### config.mk
export PLATFORM = sky130hd
export DESIGN_NAME = mem_arbiter
export DESIGN_NICKNAME = d
export VERILOG_FILES = /design/src/rtl/mem_arbiter.sv
export SDC_FILE = /design/constraint.sdc
export NUM_CORES = 1
export LEC_CHECK = 0
export BUFFER_PORTS_ARGS = -buffer_cell sky130_fd_sc_hd__buf_2
export CORE_ASPECT_RATIO = 1.2
export CORE_MARGIN = 3
export CORE_UTILIZATION = 45
export CTS_CLUSTER_SIZE = 12
export DETAILED_ROUTE_END_ITERATION = 10
export PLACE_DENSITY = 0.84
export SLEW_MARGIN = 20
export SYNTH_ARGS = -nofsm -noshare
export SYNTH_HDL_FRONTEND = slang
export SYNTH_SLANG_ARGS = --single-unit
### constraint.sdc
create_clock -name clock -period 3 [get_ports clock]
set_clock_uncertainty 0.2 [all_clocks]
set_input_delay 0.3 -clock clock [delete_from_list [all_inputs] [get_ports clock]]
set_output_delay 0.3 -clock clock [all_outputs]
set_load 0.02 [all_outputs]
### src/rtl/mem_arbiter.sv
// mem_arbiter: round-robin two-port arbiter in front of a single-port synchronous memory.
module mem_arbiter #(
    parameter int DATA_W = 16,
    parameter int ADDR_W = 8
) (
    input  logic              clock,
    input  logic              reset,
    input  logic              req0,
    input  logic              req1,
    input  logic              we0,
    input  logic              we1,
    input  logic [ADDR_W-1:0] addr0,
    input  logic [ADDR_W-1:0] addr1,
    input  logic [DATA_W-1:0] wdata0,
    input  logic [DATA_W-1:0] wdata1,
    output logic              gnt0,
    output logic              gnt1,
    output logic              done0,
    output logic              done1,
    output logic [DATA_W-1:0] rdata0,
    output logic [DATA_W-1:0] rdata1,
    output logic              mem_en,
    output logic              mem_we,
    output logic [ADDR_W-1:0] mem_addr,
    output logic [DATA_W-1:0] mem_wdata,
    input  logic [DATA_W-1:0] mem_rdata,
    output logic              busy
);
    typedef enum logic [1:0] {IDLE, ISSUE, WAIT} state_t;
    state_t state, state_nx;
    logic prio, port, lat_we, win1, start, finish;
    // prio=1 favours port 1 when both request
    assign win1   = req1 & (~req0 | prio);
    assign start  = (state == IDLE) & (req0 | req1);
    assign finish = ((state == ISSUE) & lat_we) | (state == WAIT);
    always_ff @(posedge clock) begin
        if (reset) state <= IDLE;
        else state <= state_nx;
    end
    always_comb begin
        state_nx = IDLE;
        if (state == IDLE) state_nx = (req0 | req1) ? ISSUE : IDLE;
        else if (state == ISSUE) state_nx = lat_we ? IDLE : WAIT;
    end
    always_ff @(posedge clock) begin
        if (reset) begin
            prio      <= 1'b0;
            port      <= 1'b0;
            lat_we    <= 1'b0;
            mem_addr  <= '0;
            mem_wdata <= '0;
            rdata0    <= '0;
            rdata1    <= '0;
            done0     <= 1'b0;
            done1     <= 1'b0;
        end else begin
            done0 <= finish & ~port;
            done1 <= finish & port;
            if (start) begin
                port      <= win1;
                prio      <= ~win1;
                lat_we    <= win1 ? we1 : we0;
                mem_addr  <= win1 ? addr1 : addr0;
                mem_wdata <= win1 ? wdata1 : wdata0;
            end
            if (state == WAIT && port) rdata1 <= mem_rdata;
            if (state == WAIT && !port) rdata0 <= mem_rdata;
        end
    end
    assign gnt0   = (state == ISSUE) & ~port;
    assign gnt1   = (state == ISSUE) & port;
    assign mem_en = state == ISSUE;
    assign mem_we = mem_en & lat_we;
    assign busy   = state != IDLE;
endmodule

Yosys cells after proc, flatten, opt, wreduce, memory -nomap -nowiden
Cells that the tools add are included.
- reductions and logical operators: 5
- bitwise operators: 13
- mux-type cells: 7
- equal/unequal tests: 2
- operators by type and width (operator ; count):
    $mux W16 ; 1
    $mux W8 ; 1
    $and A1 B1 Y1 ; 7
    $mux W2 ; 3
    $not A1 Y1 ; 3
    $or A1 B1 Y1 ; 3
    $eq A2 B1 Y1 const B ; 1
    $eq A2 B2 Y1 const B ; 1
    $logic_and A1 B1 Y1 ; 2
    $logic_not A2 Y1 ; 1
    $mux W1 ; 2
    $reduce_bool A2 Y1 ; 1
    $logic_not A1 Y1 ; 1
- output and inout port bits: 63
- bits in registers: 63
- word-level logic and storage cells: 37
- bits of input ports: 70

Longest topological paths before layout
Gate-level depths: netlist of run 1.
- word-level depth: 4
- gate-level depth with buffers: 6
- gate-level depth less buffers: 4

Least setup slack after synthesis of run 1
OpenSTA, ideal clock, no wires.
- kind: register to register
- start point: reg state[0]
- end point: reg mem_addr[0]
- clock period less this slack: 1.534 ns
- setup time: 0.132 ns
- cell stages (with the launch flop): 7
- arrival time: 1.201 ns
- buffers on the path: 3
- setup slack: 1.466 ns
- data required time: 2.668 ns
- cells stage by stage: dfxtp_1 -> buf_4 -> or2_1 -> buf_2 -> buf_2 -> o21ai_0 -> a31oi_1
- word-level cells in the longest chain between the ends: 2
- RTL lines (element ; RTL line ; text):
    start: declaration ; 30 ; state_t state, state_nx;
    start signal: assignment ; 38 ; else state <= state_nx;
    $logic_not A2 Y1 ; 34 ; assign start = (state == IDLE) & (req0 | req1);
    $and A1 B1 Y1 ; 34 ;
    end signal: assignment ; 63 ; mem_addr <= win1 ? addr1 : addr0;
    end: declaration ; 24 ; output logic [ADDR_W-1:0] mem_addr,
Every way passes these cells.
A chain may end at the register's enable or synchronous reset.

Worst setup path in the final report of run 1
- start point: reg state[0]
- end point: out busy
- word-level cells in the longest chain between the ends: 1
- RTL lines (element ; RTL line ; text):
    $reduce_bool A2 Y1 ; 74 ; assign busy = state != IDLE;
    end: declaration ; 27 ; output logic busy
Every way passes these cells.

==> flow_summary.json, run 1 <==
{
  "wl_per_cell_um": 14.1,
  "power.density_nw_per_um2": 574,
  "avgSynthCellArea_um2": 8.08,
  "area_growth_pct": 34.2,
  "numCtsBuffers": 9,
  "via_per_inst": 5.45,
  "multi_input_area_um2": 1100,
  "vias": 2757,
  "drive_gt1_share_pct": 34.9,
  "finalPower_mw": 1.96,
  "cts_tree": "yes",
  "power_frac_clock_pct": 36.7,
  "fin_cells": 506,
  "power.switching_mw": 0.534,
  "totalWireLength_um": 7130,
  "worstMarginPinSlew_ns": 1.06,
  "synth_cells": 315,
  "arrival_ns": 1.91,
  "final-setup-viol-count": 0,
  "grt_usage_pct": 22.1,
  "setup_slack_ns": 0.588,
  "clock.fmax_mhz": 415,
  "dieHeight_um": 88.4,
  "drt_iter0_drc": 109,
  "path_class": "flip-flop to output port",
  "yosysWarnings": 0,
  "hpwlAfterDp_um": 4860,
  "gp_congestion": 0.759,
  "grt_pass1_wl_um": 11300,
  "p_leak_nw": 1.53,
  "min_period_ns": 2.41,
  "initial_core_util_pct": 47.4,
  "finalHoldViolCount": 0,
  "cts.clk_slew.worst_paths_ns": 0.07,
  "port_buffers": 132,
  "power_frac_comb_pct": 16.7,
  "setup_tns_ns": 0,
  "worstPathRequired_ns": 2.50,
  "post-cts-setup-buffers": 0,
  "cap_violations": 0,
  "ff_latch_area_um2": 1260,
  "dr.pass1.iters": 4,
  "drtAntennaViolNets": 0,
  "root_buffer": "clkbuf_8",
  "critPathSlowestCell": "or2_1",
  "grt_max_degree": 41,
  "synth.distinct_cells": 24,
  "die_w_um": 74.6,
  "first_global_vias": 2599,
  "hp-class": "primary input to flip-flop",
  "drc_errors": 0,
  "status": "finished clean",
  "fill_cells": 476,
  "worst_setup_path_end_kind": "output port",
  "final_core_util_pct": 63.6,
  "antenna_found_initial": 0,
  "p_seq_share_pct": 46.6,
  "period_share_pct": 80.4,
  "p_sw_share_pct": 27.3,
  "post-place-cells": 484,
  "h-tree-depth": 3,
  "cts.sinks": 63,
  "dpl_cell_area_um2": 3150,
  "startpoint_type": "flip-flop",
  "clkLatencyLatePin_ns": 0.33,
  "final_area_um2": 3410,
  "coreArea_um2": 5370,
  "pin_count": 133,
  "cts_resized": 0,
  "antenna_cells": 0,
  "whs_ns": 0.0100,
  "synth_nets": 385,
  "slowest_delay_ns": 0.72,
  "rsz0062_at_grt": "false",
  "synth_area_um2": 2540,
  "seq_area_frac_synth_pct": 49.6,
  "cp_cell_sequence": "or2_1 -> buf_2",
  "ir_drop_v": 0.000332,
  "internal-power_mw": 1.42,
  "dieArea_um2": 6590,
  "critPathMaxFanout": 27,
  "clockBufferDepth": 2,
  "ys_ff_latch": 63,
  "slew-limit-headroom_pct": 29.6,
  "drv_slew": 0,
  "grt_overflow": 0,
  "pre_cts_ws_ns": 0.979,
  "fin_nets": 510,
  "fp-row-count": 29
}
[logic make-up (layout without fill, tap and decap cells)]
| group | count (synthesis) | after routing | share of synthesized area (%) |
|---|---|---|---|
| buffers and inverters | 33 | 162 | 7.18 |
| AO/OA/AOI/OAI | 86 | 86 | 18.6 |
| AND/OR/NAND/NOR | 133 | 133 | 24.6 |
| flip-flops | 63 | 63 | 49.6 |
[registers in the layout, summed over array words and instances (netlist names)]
signal	count
prio	1
done0	1
state	2
done1	1
rdata1	16
mem_addr	8
port	1
mem_wdata	16
rdata0	16
lat_we	1
[synth_stat cells]
master	n	area [µm²]
buf_6	4	45.0
nor3b_2	1	12.5
a2bb2oi_1	1	8.76
or2_1	1	6.26
dfxtp_1	63	1260
nor2_1	5	18.8
clkbuf_1	11	41.3
a211oi_1	3	22.5
inv_1	3	11.3
nand3_1	50	250
o21ai_1	2	10.0
nand3b_1	1	7.51
nor3_1	2	10.0
and3b_1	1	8.76
a31oi_1	25	156
o21ai_0	23	115
clkbuf_2	2	10.0
buf_2	9	45.0
nand2b_1	3	18.8
nor3b_4	2	37.5
nand2_1	66	248
or3b_1	1	8.76
buf_4	4	30.0
a21oi_1	32	160
[layer usage]
layer	GRT usage [%]	share of wire, %	vias to the layer above
met4	8.90	1.5	0
li1	-	-	1342
met5	0	0	-
met2	39.0	49	164
met1	25.0	40	1242
met3	6.02	9.5	9
[timing repair]
| action | in CTS | in global routing |
|---|---|---|
| endpoints found under the setup margin | 0 | 0 |
| endpoints found under the hold margin | 9 | 0 |
| hold buffers | 7 | 0 |
[cell type report]
class | instances | share of cell area [%]
sequential | 63 | 36.9
multi-input combinational | 219 | 32.2
timing repair buffer | 144 | 22.5
clock buffer | 11 | 4.43
tap | 62 | 2.27
clock inverter | 4 | 1.32
inverter | 3 | 0.330
[worst max-delay path: cells and delay by family (launching register included)]
kind	cells	cell delay [ns]
buffers and inverters	1	0.30
and+or+nand+nor	1	0.72
DFF	1	0.55
[worst paths after layout]
check	cells after the start	startpoint	slack, ns	endpoint
min	3	mem_rdata[1]	0.01	rdata1[1]
max	2	state[0]	0.59	busy
min reg2reg	1	lat_we	0.25	state[1]
max reg2reg	3	state[0]	1.00	mem_addr[6]
[power by group through the flow]
stage               combinational, mW  sequential [mW]  clock, mW
floorplan                       0.164            0.971          0
global placement                0.311            0.929          0
detailed placement              0.319            0.930          0
CTS                             0.326            0.913      0.739
global route                    0.359            0.918      0.777
finish                          0.326            0.913      0.720
[layout by cell type, fill, tap and decap left out]
cell and n:
clkinv_2 3, nand3_1 50, nor3b_2 1, nor2_1 5, a31oi_1 25, nand3b_1 1
inv_1 3, nand2_1 66, a211oi_1 3, buf_4 5, o21ai_0 23, nor3_1 2
or2_1 1, bufinv_16 1, buf_2 132, a2bb2oi_1 1, nor3b_4 2, a21oi_1 32
or3b_1 1, dfxtp_1 63, o21ai_1 2, clkbuf_8 11, and3b_1 1, dlygate4sd3_1 7
nand2b_1 3
No activity file was read; power rests on OpenSTA's default activity.
==> inputs of run 2 (changes only) <==
Settings changed: ABC_AREA from default to 1, PLACE_DENSITY 0.84 to 0.83.
Clock period 3 ns to 2.3 ns, I/O delays scaled along.
==> run 2 against run 1 <==
Cell area is 7.5% higher. Non-clock buffer count up 8. Worst hold slack lost 0.0025 ns. Area after synthesis is 4.8% higher. Final cell count grew 16%. Die area grew 4.4%. First-iteration DRC count rose by 80%. Clock-buffer cell count grew 2.
==> flow_summary.json, run 2 <==
{
  "cts_hold_buf": 15,
  "initial_core_util_pct": 46.7,
  "slew-limit-headroom_pct": 52.1,
  "fin_nets": 575,
  "area_growth_pct": 37.7,
  "gp_congestion": 0.842,
  "crit_path_end": "rdata0[11]",
  "slowest_delay_ns": 0.53,
  "synth.distinct_cells": 17,
  "hpwlAfterDp_um": 4890,
  "crit_buf_inv": 4,
  "seq_area_frac_synth_pct": 47.3,
  "synth_cells": 367,
  "final-setup-viol-count": 0,
  "fp-row-count": 30,
  "cts.clk_slew.worst_paths_ns": 0.07,
  "first_global_vias": 2744,
  "drive_gt1_share_pct": 30.7,
  "p_leak_nw": 1.92,
  "reg2reg_depth": 7,
  "antenna_found_initial": 0,
  "synth_top_area_cell": "dfxtp_1",
  "muxShareOfSynthArea_pct": 0,
  "synth_compound_area_share_pct": 13.2,
  "finalPower_mw": 2.58,
  "h-tree-depth": 3,
  "rrSetupSlack_ns": 0.63,
  "totalWireLength_um": 7350,
  "grt_pass1_wl_um": 12200,
  "clockBufferDepth": 2,
  "dieArea_um2": 6890,
  "synth_xor_area_share_pct": 0,
  "synth_edf_count": 0,
  "crit_path_start": "reset",
  "cts_tree": "yes",
  "startpoint_type": "primary input",
  "grt_overflow": 0,
  "avgSynthCellArea_um2": 7.26,
  "netlist_top_cells_area": "dfxtp_1 (47%), nand3_1 (9.8%), inv_1 (8.9%)",
  "r2r-end": "mem_wdata[11]",
  "antenna_cells": 0,
  "final_common_cell": "buf_2",
  "grt_usage_pct": 21.3,
  "synthAdderAreaFrac_pct": 0,
  "coreArea_um2": 5710,
  "r2r_start": "state[1]",
  "clock.fmax_mhz": 578,
  "cp.depth": 6,
  "via_per_inst": 4.97,
  "drc_errors": 0,
  "synth_common_cells": "dfxtp_1 (63), inv_1 (63), nand2_1 (56)",
  "drv_slew": 0,
  "finalHoldViolCount": 0,
  "synthSimpleGateAreaFrac_pct": 26.3,
  "power.density_nw_per_um2": 702,
  "cts_resized": 0,
  "critPathMaxFanout": 59,
  "worst_setup_path_end_kind": "flip-flop",
  "die_w_um": 76.3,
  "critPathSlowestCell": "dlygate4sd3_1",
  "cap_violations": 0,
  "synth_top_area_share_pct": 47.3,
  "clkLatencyLatePin_ns": 0.33,
  "dieHeight_um": 90.3,
  "dr.pass1.iters": 5,
  "port_buffers": 132,
  "pin_count": 133,
  "drtAntennaViolNets": 0,
  "post-cts-setup-buffers": 0,
  "cts.sinks": 63,
  "cp_cell_sequence": "dlygate4sd3_1 -> buf_2 -> inv_1 -> buf_4 -> o21ai_0 -> a21oi_1",
  "vias": 2923,
  "synth_area_um2": 2670,
  "hp-class": "primary input to flip-flop",
  "worstPathRequired_ns": 2.35,
  "drt_iter0_drc": 196,
  "yosysWarnings": 0,
  "root_buffer": "clkbuf_8",
  "rsz0062_at_grt": "false",
  "cp_top_family": "buffers and inverters",
  "path_class": "primary input to flip-flop",
  "period_share_pct": 75.3,
  "ys_ff_latch": 63,
  "synth_top_family_by_area": "simple AND/OR/NAND/NOR gates",
  "synth-main-ff-cell": "dfxtp_1",
  "setup_tns_ns": 0,
  "final_cell_mix": "buf_2 (132), inv_1 (63), dfxtp_1 (63), nand2_1 (56), nand3_1 (52)",
  "top_regs": "mem_wdata: 16 flops, rdata0: 16 flops, rdata1: 16 flops",
  "min_period_ns": 1.73,
  "wl_per_cell_um": 12.5,
  "numCtsBuffers": 9,
  "grt_max_degree": 60,
  "synth_nets": 437,
  "async_reset_ff_share_pct": 0,
  "ir_drop_v": 0.000417,
  "status": "finished clean",
  "arrival_ns": 1.78,
  "worstMarginPinSlew_ns": 0.716
}
run 2: cell families (layout without fill, tap and decap cells):
group | Yosys count | in the layout
AOI/OAI and AO/OA | 68 | 68
buffers and inverters | 90 | 231
DFF | 63 | 63
and+or+nand+nor | 146 | 146
run 2: layer usage:
| metal | up-vias | part of all wire (%) | GRT usage (%) |
|---|---|---|---|
| met5 | - | 0 | 0 |
| met3 | 11 | 9.7 | 5.69 |
| li1 | 1471 | - | - |
| met2 | 146 | 49 | 37.9 |
| met1 | 1295 | 40 | 24.0 |
| met4 | 0 | 1.4 | 8.31 |
run 2: stage by stage:
stage | hold WS, ns | setup slack (ns) | util [%] | instance area [µm²] | std cells
2_1_floorplan | 0.0991 | 0.830 | - | 2670 | 367
3_3_place_gp | 0.229 | 0.401 | 58.8 | 3360 | 559
3_5_place_dp | 0.236 | 0.353 | 58.8 | 3360 | 559
4_1_cts | 0.000272 | 0.604 | 64.3 | 3670 | 588
5_1_grt | 0.0210 | 0.416 | 64.3 | 3670 | 588
6_report | 0.00751 | 0.569 | 64.3 | 3670 | 588
run 2: layout make-up:
cell class / count / area, µm²
Fill cell: 495 / 2040
Multi-Input combinational cell: 214 / 1050
Clock inverter: 1 / 5.00
Sequential cell: 63 / 1260
Inverter: 65 / 244
Tap cell: 80 / 100
Timing Repair Buffer: 152 / 848
Clock buffer: 13 / 159
run 2: worst min-delay path by stage:
| stage | endpoint | from | depth (start not counted) | slack [ns] |
|---|---|---|---|---|
| floorplan | prio | reset | 1 | 0.1 |
| global placement | rdata1[6] | rdata1[6] | 2 | 0.23 |
| detailed placement | rdata1[4] | rdata1[4] | 2 | 0.24 |
| CTS | rdata0[7] | mem_rdata[7] | 3 | 0.0003 |
| global route | mem_addr[6] | addr0[6] | 5 | 0.02 |
| finish | rdata1[9] | mem_rdata[9] | 3 | 0.008 |
run 2: worst reg2reg max path, delay by kind of cell (launching register included):
family | cells | cell delay, ns
buffers and inverters | 2 | 0.14
flip-flops | 1 | 0.37
AND/OR/NAND/NOR | 5 | 0.91
run 2: power by group:
part           switching [mW]  internal, mW
combinational           0.344         0.200
clock                   0.390         0.437
sequential             0.0400          1.16
